### config.mk
export PLATFORM = sky130hd
export DESIGN_NAME = mem_port_arbiter
export DESIGN_NICKNAME = d
export VERILOG_FILES = /design/src/rtl/mem_port_arbiter.sv
export SDC_FILE = /design/constraint.sdc
export NUM_CORES = 1
export LEC_CHECK = 0
export CAP_MARGIN = 25
export CORE_AREA = 2 2 86 88
export DETAILED_ROUTE_END_ITERATION = 16
export DIE_AREA = 0 0 88 90
export PLACE_DENSITY_LB_ADDON = 0.15
export SLEW_MARGIN = 20
export SYNTH_ARGS = -nofsm -noshare
export SYNTH_HDL_FRONTEND = slang
export SYNTH_SLANG_ARGS = --single-unit
### constraint.sdc
create_clock -name clk -period 2 [get_ports clk]
set_input_delay 0.6 -clock clk [delete_from_list [all_inputs] [get_ports clk]]
set_output_delay 0.6 -clock clk [all_outputs]
set_load 0.01 [all_outputs]
### src/rtl/mem_port_arbiter.sv
// rtl/mem_port_arbiter.sv - fetch / load-store arbiter for one memory port (optional ARB_ROUND_ROBIN_EN)
module mem_port_arbiter #(
  parameter int ADDR  = 16,
  parameter int W_OPR = 32
) (
  input  logic             clk,
  input  logic             reset,
  input  logic             if_req,
  input  logic [ADDR-1:0]  if_addr,
  output logic             if_rvalid,
  output logic [W_OPR-1:0] if_rdata,
  output logic             if_stall,
  input  logic             d_req,
  input  logic             d_write,
  input  logic [ADDR-1:0]  d_addr,
  input  logic [W_OPR-1:0] d_wdata,
  output logic             d_rvalid,
  output logic [W_OPR-1:0] d_rdata,
  output logic             d_stall,
  output logic             mem_req,
  output logic             mem_write,
  output logic [ADDR-1:0]  mem_addr,
  output logic [W_OPR-1:0] mem_wdata,
  input  logic             mem_gnt,
  input  logic             mem_rvalid,
  input  logic [W_OPR-1:0] mem_rdata
);

  typedef enum logic {
    ST_IDLE,
    ST_WAIT_RD
  } state_t;

  typedef enum logic [1:0] {
    OWN_NONE,
    OWN_FETCH,
    OWN_DATA
  } owner_t;

  state_t r_state;
  state_t w_state_nxt;
  owner_t r_owner;
  owner_t w_owner_nxt;

  logic w_sel_d;
  logic w_sel_if;
  logic w_accept;
  logic w_ret;
  logic w_d_wins_tie;

`ifdef ARB_ROUND_ROBIN_EN
  logic r_last_d;

  // remember who won the last accepted request so a tie goes to the other side
  always_ff @(posedge clk or negedge reset) begin
    if (!reset) begin
      r_last_d <= 1'b0;
    end else if (w_accept) begin
      r_last_d <= w_sel_d;
    end
  end

  assign w_d_wins_tie = ~r_last_d;
`else
  assign w_d_wins_tie = 1'b1;
`endif

  // pick which requester drives the port; only possible while no read is outstanding
  always_comb begin
    w_sel_d  = 1'b0;
    w_sel_if = 1'b0;
    if (r_state == ST_IDLE) begin
      if (d_req && (!if_req || w_d_wins_tie)) begin
        w_sel_d = 1'b1;
      end else if (if_req) begin
        w_sel_if = 1'b1;
      end
    end
  end

  // memory-side request mux; everything is zero when nobody is selected
  always_comb begin
    mem_req   = w_sel_d | w_sel_if;
    mem_write = w_sel_d & d_write;
    mem_addr  = '0;
    mem_wdata = '0;
    if (w_sel_d) begin
      mem_addr  = d_addr;
      mem_wdata = d_wdata;
    end else if (w_sel_if) begin
      mem_addr  = if_addr;
    end
  end

  assign w_accept = mem_req & mem_gnt;
  assign w_ret    = (r_state == ST_WAIT_RD) & mem_rvalid;

  // next state: an accepted read parks us until its data returns; stores never leave IDLE
  always_comb begin
    w_state_nxt = r_state;
    w_owner_nxt = r_owner;
    case (r_state)
      ST_IDLE: begin
        if (w_accept && !mem_write) begin
          w_state_nxt = ST_WAIT_RD;
          w_owner_nxt = w_sel_d ? OWN_DATA : OWN_FETCH;
        end
      end
      ST_WAIT_RD: begin
        if (mem_rvalid) begin
          w_state_nxt = ST_IDLE;
          w_owner_nxt = OWN_NONE;
        end
      end
      default: begin
        w_state_nxt = ST_IDLE;
        w_owner_nxt = OWN_NONE;
      end
    endcase
  end

  // state and owner registers
  always_ff @(posedge clk or negedge reset) begin
    if (!reset) begin
      r_state <= ST_IDLE;
      r_owner <= OWN_NONE;
    end else begin
      r_state <= w_state_nxt;
      r_owner <= w_owner_nxt;
    end
  end

  // route returned read data to whoever issued it, plus the per-requester stalls
  always_comb begin
    if_rvalid = w_ret & (r_owner == OWN_FETCH);
    d_rvalid  = w_ret & (r_owner == OWN_DATA);
    if_rdata  = if_rvalid ? mem_rdata : '0;
    d_rdata   = d_rvalid ? mem_rdata : '0;
    if_stall  = if_req & ~if_rvalid;
    d_stall   = d_req & ~((w_accept & mem_write) | d_rvalid);
  end

endmodule

==> results.md <==
- Outcome: finished with violations
- Failing checks: setup timing
- Max-slew headroom: 0.841
- Main synth FF type: dfrtp_1
- Post-DP HPWL: 5210 um
- Seq cells post-synth: 3
- EDFF count, synth: 0
- Crit. Startpoint: mem_rvalid
- H-tree Lvls: 1
- Peak Freq: 459 MHz
- Layout cells sized above 1: 0.562
- Top-count cell post-synth: and2_1
- Final hold vios: 0
- Clk sinks: 3
- Hold_ws: 0.567 ns
- Clk Latency, worst-skew pair: about 0.21 ns
- Sequential area share after synthesis: 0.0688
- GR Util All Layers: 0.175
- Area leader, netlist: and2_1
- Post-synth cell types: 23
- Io pins: 221
- Clk pin slew, worst setup/hold paths: 0.03 ns
- Reg-to-Reg Start: r_state$_DFF_PN0_
- Crit path to: if_rdata[5]
- Final worst slack: -0.177 ns
- First-pass GRT wire length: 11000 um
- Async set-reset flop share out of synthesis: 1.00
- Std cell rows: 31
- Via count: around 2.1k
- Largest net degree at the start of global routing: 37
- WP data required: 1.40 ns
- Worst Hold Class: in2async
- VDD IR-drop max: 0.186 mV
- Layout area overhead: 253%
- Layout fillers: between 600 and 700
- Via/cell ratio: 4.24
- CP Max Fanout: 8
- Final ANT Viol Nets: 0
- Synth top area cells: and2_1, and3_1, a22o_1
- Die area: 0.00792 mm2
- Syn Area/Cell: 7.13 um2
- Final setup violation count: just over 80
- Least-Margin Pin Slew: 0.238 ns
- Gpl congestion: 0.722
- Reg-to-Reg End: r_owner[1]$_DFFE_PN0P_
- Total power draw: 0.00119 W
- Worst clock skew: around 0.0008 ns
- Worst R2R Path Depth: 4
- Syn nets: 256
- Critical Path Start Type: primary input
- Cell count after synthesis: between 150 and 200
- Nets: ~500
- Pwr Density: 308 mW/mm2
- Diodes inserted: 0
- Max-slew violation count: 0
- Root buf cell: clkbuf_8
- GR Overflow Total: 0
- Synth top cells by count: and2_1, and3_1, a22o_1
- Detailed router's first-iteration violation count: 40
- DIE WIDTH: slightly below 90 um
- LEAKAGE: 1.96 nW
- Final min period: 2.18 ns
- Vias in the first global route: between 2k and 2.5k
- Yosys warning total: 0
- CP Class: in2out
- Final period util: 1.09
- Drt pass-1 iters: 4
- Share of the synthesized area in the top cell type: 0.373
- Initial core utilization: 0.155
- CTS hold repair buffers: 0
- Max-cap violations: 0
- DRC viols: 0
- Crit end category: primary output
- R2r setup slk: 0.45 ns
- TritonCTS Buffers: 3
- Core area: ~0.007 mm2
- Avg WL per Cell: around 16 um
- Final wirelength: roughly 7700 um
- Initial antenna violation count: 0
- Port Buffers: 220
- Post-synthesis cell area: 0.00109 mm2
- CTS max path bufs: 2
- Height of the chip: 90 um
- RSZ-0062 raised after global routing: true
- Critical path arrival: 1.58 ns
- CTS tree: yes
-- per-layer routing --
layer  GRT usage  vias to the layer above  share of wire
met5           0                        -              0
met4      0.0385                        0          0.018
met3      0.0285                       11          0.086
met2       0.352                      138           0.54
met1       0.182                      934           0.35
li1            -                     1022              -
-- state kept, by name (all words and copies together) (netlist names) --
register,count
r_owner,2
r_state,1
-- worst min-delay path by stage --
stage                                  end                   start  cells past startpoint  slack [ns]
floorplan           r_owner[0]$_DFFE_PN0P_                   reset                      0        0.30
global placement    r_owner[1]$_DFFE_PN0P_  r_owner[1]$_DFFE_PN0P_                      1        0.62
detailed placement  r_owner[1]$_DFFE_PN0P_  r_owner[1]$_DFFE_PN0P_                      1        0.63
CTS                 r_owner[1]$_DFFE_PN0P_                   reset                      1        0.57
global route        r_owner[0]$_DFFE_PN0P_                   reset                      1        0.58
finish              r_owner[1]$_DFFE_PN0P_                   reset                      1        0.57
-- report_power, final --
group | leakage (nW) | internal [W] | switching, W
Clock | 0.0228 | 0.000136 | 0.0000377
Combinational | 1.90 | 0.000581 | 0.000335
Sequential | 0.0365 | 0.0000745 | 0.0000217
-- metrics by stage --
| stage | std cells | util | setup TNS [ns] | instance area (um2) | setup WS [ns] |
|---|---|---|---|---|---|
| 2_1_floorplan | 153 | - | 0 | 1100 | 0.00592 |
| 3_3_place_gp | 471 | 0.494 | -100.26 | 3470 | -1.01 |
| 3_5_place_dp | 471 | 0.494 | -102.69 | 3470 | -1.04 |
| 4_1_cts | 497 | 0.513 | -9.50 | 3600 | -0.164 |
| 5_1_grt | 496 | 0.548 | -11.91 | 3850 | -0.229 |
| 6_report | 496 | 0.548 | -7.65 | 3850 | -0.177 |
-- critical path: stages --
cell	delay, ns
buf_8	0.09
nand2_8	0.05
nor3b_4	0.18
buf_6	0.15
buf_12	0.12
buf_16	0.12
and2_1	0.13
buf_2	0.13
-- cells in the final DEF, fill, tap and decap left out, drive strengths merged --
cell type / synthesis / layout
buf: 10 / 154
nand2b: 1 / 1
and2b: 1 / 1
and3: 34 / 34
dlygate4sd2: 0 / 2
inv: 2 / 2
nor2: 2 / 2
nand2: 1 / 1
clkbuf: 6 / 7
nor3b: 2 / 2
a311oi: 1 / 1
a32o: 1 / 1
or3: 1 / 1
nor2b: 3 / 3
or2: 1 / 1
and2: 65 / 65
clkdlybuf4s50: 0 / 97
o32ai: 1 / 1
a22o: 16 / 16
dfrtp: 3 / 3
o21ai: 2 / 2
-- logic make-up (layout without fill, tap and decap cells) --
logic type      after synthesis  in the layout  synth area share
simple gates                111            111             0.658
buf+inv                      18            262             0.110
flops                         3              3            0.0688
compound gates               21             21             0.163
-- cell type report --
type / instances / area [um2] / area share
sequential: 3 / 76.3 / 0.0198
inverter: 2 / 15.0 / 0.00390
tap: 99 / 124 / 0.0322
timing repair buffer: 256 / 2530 / 0.657
multi-input combinational: 132 / 1060 / 0.276
clock buffer: 4 / 45.0 / 0.0117
-- what timing repair did --
item / 4_1_cts / 5_1_grt
buffers inserted: 13 / 2
pin swaps: 45 / 19
cloned: 9 / 2
setup endpoints to repair: 120 / 86
gates resized for setup: 561 / 82
No activity file was read; power rests on OpenSTA's default activity.
==> RTL change 1 (same settings) <==
The option `ARB_ROUND_ROBIN_EN` is turned on by a define.
--- a/src/rtl/mem_port_arbiter.sv
+++ b/src/rtl/mem_port_arbiter.sv
@@ -1,4 +1,6 @@
 // rtl/mem_port_arbiter.sv - fetch / load-store arbiter for one memory port (optional ARB_ROUND_ROBIN_EN)
+`define ARB_ROUND_ROBIN_EN
+
 module mem_port_arbiter #(
   parameter int ADDR  = 16,
   parameter int W_OPR = 32
Check against the original RTL: not equivalent (a bounded check fails within 4 cycles, from zero or initial values and one cycle with reset low).
==> RTL change 1 against the original RTL <==
- the flow still finishes with violations (negative setup slack)
- die area unchanged
- sequential cell count up 1
- cell area increased by 14%
- first-iteration DRC count shrank 75%
- sequential share of layout area up 0.33 points
- wire length down 1.1%
- sequential power up 62%
- total power rose by 66%
- synthesized area grew 4.4%
- via count increased by 2.3%
- setup slack worse by 0.019 ns
- critical endpoint is now mem_wdata[29]
- highest routed layer unchanged
==> RTL change 1: results (changes against the original RTL) <==
Parameter                              Value

Critical path
  Crit-path slowest cell ... sky130_fd_sc_hd__and3_4 (was sky130_fd_sc_hd__nor3b_4)
  Arrival time at the worst endpoint ... 1.60 ns (was 1.58 ns)
  Maximum fanout along the worst path ... 5 (was 8)
  CP max stage delay ... 0.21 ns (was 0.18 ns)

Global route
  Via count of the first global-routing pass ... 2199 (was 2127)
  Global-route usage over all layers ... 0.176 (was 0.175)
  First-pass GRT wire length ... 11100 µm (was 11000 µm)

Finish
  Total of plain and repair buffers excluding clock buffers ... 279 (was 256)
  Clock buffers and inverters, area share ... 0.00944 (was 0.0117)
  Fraction of area in registers ... 0.0232 (was 0.0198)
  Multi-In Gates ... 135 (was 132)
  Non-clock buffers, area share ... 0.672 (was 0.657)
  Biggest regs ... r_owner x2, r_last_d x1, r_state x1 (was r_owner x2, r_state x1)
  Non-clock inverter count in the final layout ... 4 (was 2)
  Final #Nets ... 530 (was 501)

Logic synthesis
  Net count of the mapped netlist ... 259 (was 256)
  Distinct cells, synth ... 26 (was 23)
  Biggest area contributors in the synthesized netlist ... sky130_fd_sc_hd__and2_1 53%, sky130_fd_sc_hd__a22o_1 12%, sky130_fd_sc_hd__dfrtp_1 8.8% (was sky130_fd_sc_hd__and2_1 37%, sky130_fd_sc_hd__and3_1 19%, sky130_fd_sc_hd__a22o_1 13%)
  Top cells by count, synth ... 97 x sky130_fd_sc_hd__and2_1, 16 x sky130_fd_sc_hd__a22o_1, 7 x sky130_fd_sc_hd__buf_6 (was 65 x sky130_fd_sc_hd__and2_1, 34 x sky130_fd_sc_hd__and3_1, 16 x sky130_fd_sc_hd__a22o_1)
  Top cell type's share of synthesized area ... 0.533 (was 0.373)
  Sequential cell area fraction in the yosys report ... 0.0879 (was 0.0688)
  Gate count of the mapped netlist ... 156 (was 153)

Detailed routing
  Iteration-0 DRC count of the detailed router ... 10 (was 40)
  DR WL/cell ... 14.6 µm (was 15.6 µm)
  Total length of routed wires ... 7650 µm (was 7730 µm)
  Vias per inst ... 4.11 (was 4.24)

Clock network
  Resize count post-CTS ... 558 (was 561)
  Clock sink total ... 4 (was 3)

Place
  Half-perimeter wire length after placement ... 5250 µm (was 5210 µm)
  Post-placement cell count ... 482 (was 471)

Status
  Outcome ... complete, but fails checks (unchanged)
  Failing checks ... negative setup slack (unchanged)

STA
  Final setup violating endpoints ... 114 (was 83)
  Worst Slack Setup Final ... -0.196 ns (was -0.177 ns)
  Worst Clk Skew ... 0.000656 ns (was 0.000803 ns)
  Summed negative setup slack over all endpoints ... -12.68 ns (was -7.65 ns)

Pwr
  Leakage power of the design ... 0.00212 µW (was 0.00196 µW)
  Switching Power ... 642 µW (was 394 µW)
-- RTL change 1: cell count changes in the layout (fill, tap and decap cells not counted), sizes merged, moves of 2 or more --
cell    unedited run  this run
nand2              1         3
inv                2         4
buf              154       172
a31o               0         2
nor2b              3         1
and3              34         1
and2              65        97
clkbuf             7        11
-- RTL change 1: per-layer routing --
| metal | global-route usage | share of wire |
|---|---|---|
| met3 | 0.0468 | 0.095 |
| met2 | 0.350 | 0.57 |
| met4 | 0.0359 | 0.0092 |
| met5 | 0 | 0 |
| met1 | 0.176 | 0.33 |
-- RTL change 1: worst paths after layout --
| kind | start | to | slack, ns | cells past startpoint |
|---|---|---|---|---|
| max reg2reg | r_last_d | r_owner[0] | 0.10 | 13 |
| min | reset | r_owner[1] | 0.59 | 1 |
| max in group asynchronous | reset | r_state | 1.24 | 1 |
| min reg2reg | r_last_d | r_last_d | 0.59 | 2 |
| min in group clk | r_last_d | r_last_d | 0.59 | 2 |
| max | if_req | mem_wdata[29] | -0.20 | 8 |
-- RTL change 1: power groups by stage --
stage | combinational (µW) | sequential (µW) | clock [µW]
finish | 1640 | 156 | 164
global route | 1750 | 160 | 174
CTS | 1410 | 158 | 171
detailed placement | 1160 | 149 | 0
global placement | 1160 | 147 | 0
floorplan | 443 | 141 | 0
-- RTL change 1: kinds of logic after synthesis --
group / Yosys count / share of synthesized area
compound gates: 24 / 0.176
buf+inv: 17 / 0.107
flops: 4 / 0.0879
simple gates: 111 / 0.630
-- RTL change 1: metrics by stage --
stage	util	setup slack, ns	cell area [µm²]	total power [µW]
2_1_floorplan	-	0.0268	1140	584
3_3_place_gp	0.507	-0.950	3560	1310
3_5_place_dp	0.507	-0.965	3560	1310
4_1_cts	0.533	-0.200	3740	1740
5_1_grt	0.623	-0.243	4370	2090
6_report	0.623	-0.196	4370	1960
==> RTL change 2 (same flow settings) <==
Without the edit above. The 3 values of `owner_t` get a one-hot encoding in 3 bits.
--- a/src/rtl/mem_port_arbiter.sv
+++ b/src/rtl/mem_port_arbiter.sv
@@ -31,10 +31,10 @@
     ST_WAIT_RD
   } state_t;
 
-  typedef enum logic [1:0] {
-    OWN_NONE,
-    OWN_FETCH,
-    OWN_DATA
+  typedef enum logic [2:0] {
+    OWN_NONE  = 3'b001,
+    OWN_FETCH = 3'b010,
+    OWN_DATA  = 3'b100
   } owner_t;
 
   state_t r_state;
Formal check against the unedited RTL: same outputs for any inputs over 10 cycles, from zero or initial values and one cycle with reset low; not proved beyond that.
==> RTL change 2 against the original RTL <==
- the run still ends with negative setup slack left
- total power rose by 4.3%
- sequential share of layout area rose by 0.47 points
- worst hold slack improved by 0.00052 ns
- wire length fell by 4.8%
- setup slack got worse by 0.064 ns
- sequential cell count rose by 1
- first-iteration DRC count fell by 15%
- global-route usage fell by 0.40 points
- critical path depth did not move
- cell area rose by 8.6%
- via count fell by 0.76%
- combinational power rose by 1%
- synthesized area fell by 1.3%
- critical path type unchanged
- critical endpoint is now if_rdata[28]
==> RTL change 2: results (changes against the original RTL) <==
Parameter                              Value

Critical path
  Arrival time at the worst endpoint ... 1.64 ns (was 1.58 ns)
  Worst Reg2Reg Path Length in Cells ... 9 (was 4)
  Maximum fanout along the worst path ... 3 (was 8)
  Slack of the worst reg-to-reg path ... 0.12 ns (was 0.45 ns)

Place
  Post-Place Setup Slack ... -0.989 ns (was -1.04 ns)
  Half-perimeter wire length after placement ... 5150 µm (was 5210 µm)
  GPL Wtd Cong ... 0.729 (was 0.722)
  Area post-placement ... 0.00351 mm² (was 0.00347 mm²)

Global route
  Global-route usage over all layers ... 0.171 (was 0.175)
  Met1 usage in global routing ... 0.147 (was 0.182)
  Pin count of the biggest net entering global routing ... 14 (was 37)
  Met3 capacity usage during global routing ... 0.0569 (was 0.0285)
  Met2 usage in global routing ... 0.351 (was 0.352)

Logic synthesis
  Synthesized area per cell ... 6.95 µm² (was 7.13 µm²)
  Biggest area contributors in the synthesized netlist ... sky130_fd_sc_hd__and2_1 57%, sky130_fd_sc_hd__a22o_1 13%, sky130_fd_sc_hd__dfrtp_1 7.0% (was sky130_fd_sc_hd__and2_1 37%, sky130_fd_sc_hd__and3_1 19%, sky130_fd_sc_hd__a22o_1 13%)
  Post-synthesis compound-gate area fraction ... 0.166 (was 0.163)

Finish
  Total of fill cells in the finished design ... 673 (was 654)
  Share of cells above drive strength 1 ... 0.565 (was 0.562)
  Biggest regs ... r_owner x3, r_state x1 (was r_owner x2, r_state x1)
  Fin cells ... 515 (was 496)

Pwr
  Largest voltage drop on the vdd net ... 0.000164 V (was 0.000186 V)
  Leakage power of the design ... 0.00194 µW (was 0.00196 µW)

Status
  Outcome ... complete, but fails checks (unchanged)
  Failing checks ... negative setup slack (unchanged)

STA
  Worst Slack Setup Final ... -0.241 ns (was -0.177 ns)
  Final setup violating endpoints ... 118 (was 83)

Detailed routing
  Total length of routed wires ... 7360 µm (was 7730 µm)
  Iteration-0 DRC count of the detailed router ... 34 (was 40)
[RTL change 2: metal layers]
layer	share of wire	wire [µm]
met5	0	0
met4	0.024	180
met3	0.11	775
met2	0.56	4090
met1	0.31	2310
[RTL change 2: power groups by stage]
stage / logic, µW / clock network (µW) / registers, µW
finish: 926 / 178 / 132
global route: 987 / 184 / 136
CTS: 880 / 185 / 133
detailed placement: 758 / 0 / 130
global placement: 750 / 0 / 130
floorplan: 243 / 0 / 128
[RTL change 2: kinds of logic after synthesis]
logic type / after synthesis
AOI/OAI and AO/OA: 22
buffers and inverters: 15
DFF: 4
and+or+nand+nor: 114
[RTL change 2: area by class of cell]
| cell class | instances | area, µm² | share of cell area |
|---|---|---|---|
| well taps | 99 | 124 | 0.0296 |
| repair buffers | 269 | 2800 | 0.671 |
| flip-flops and latches | 4 | 103 | 0.0246 |
| clock buffers | 4 | 45.0 | 0.0108 |
| inverters | 3 | 11.3 | 0.00270 |
| multi-input cells | 136 | 1090 | 0.261 |
[RTL change 2: worst max path at each step]
stage	depth (start not counted)	slack, ns	start	endpoint
after floorplan	4	0.006	mem_rvalid	if_rdata[23]
after global placement	6	-0.98	mem_rvalid	d_rdata[25]
after detailed placement	6	-0.99	mem_rvalid	if_rdata[3]
after CTS	7	-0.31	mem_rvalid	if_rdata[15]
after global routing	8	-0.31	mem_rvalid	if_rdata[19]
final	8	-0.24	mem_rvalid	if_rdata[28]
[RTL change 2: repair_timing]
item	4_1_cts	5_1_grt
gates resized for setup	521	95
buffers inserted	23	5
pin swaps	44	13
endpoints found under the setup margin	118	122
cloned	11	1
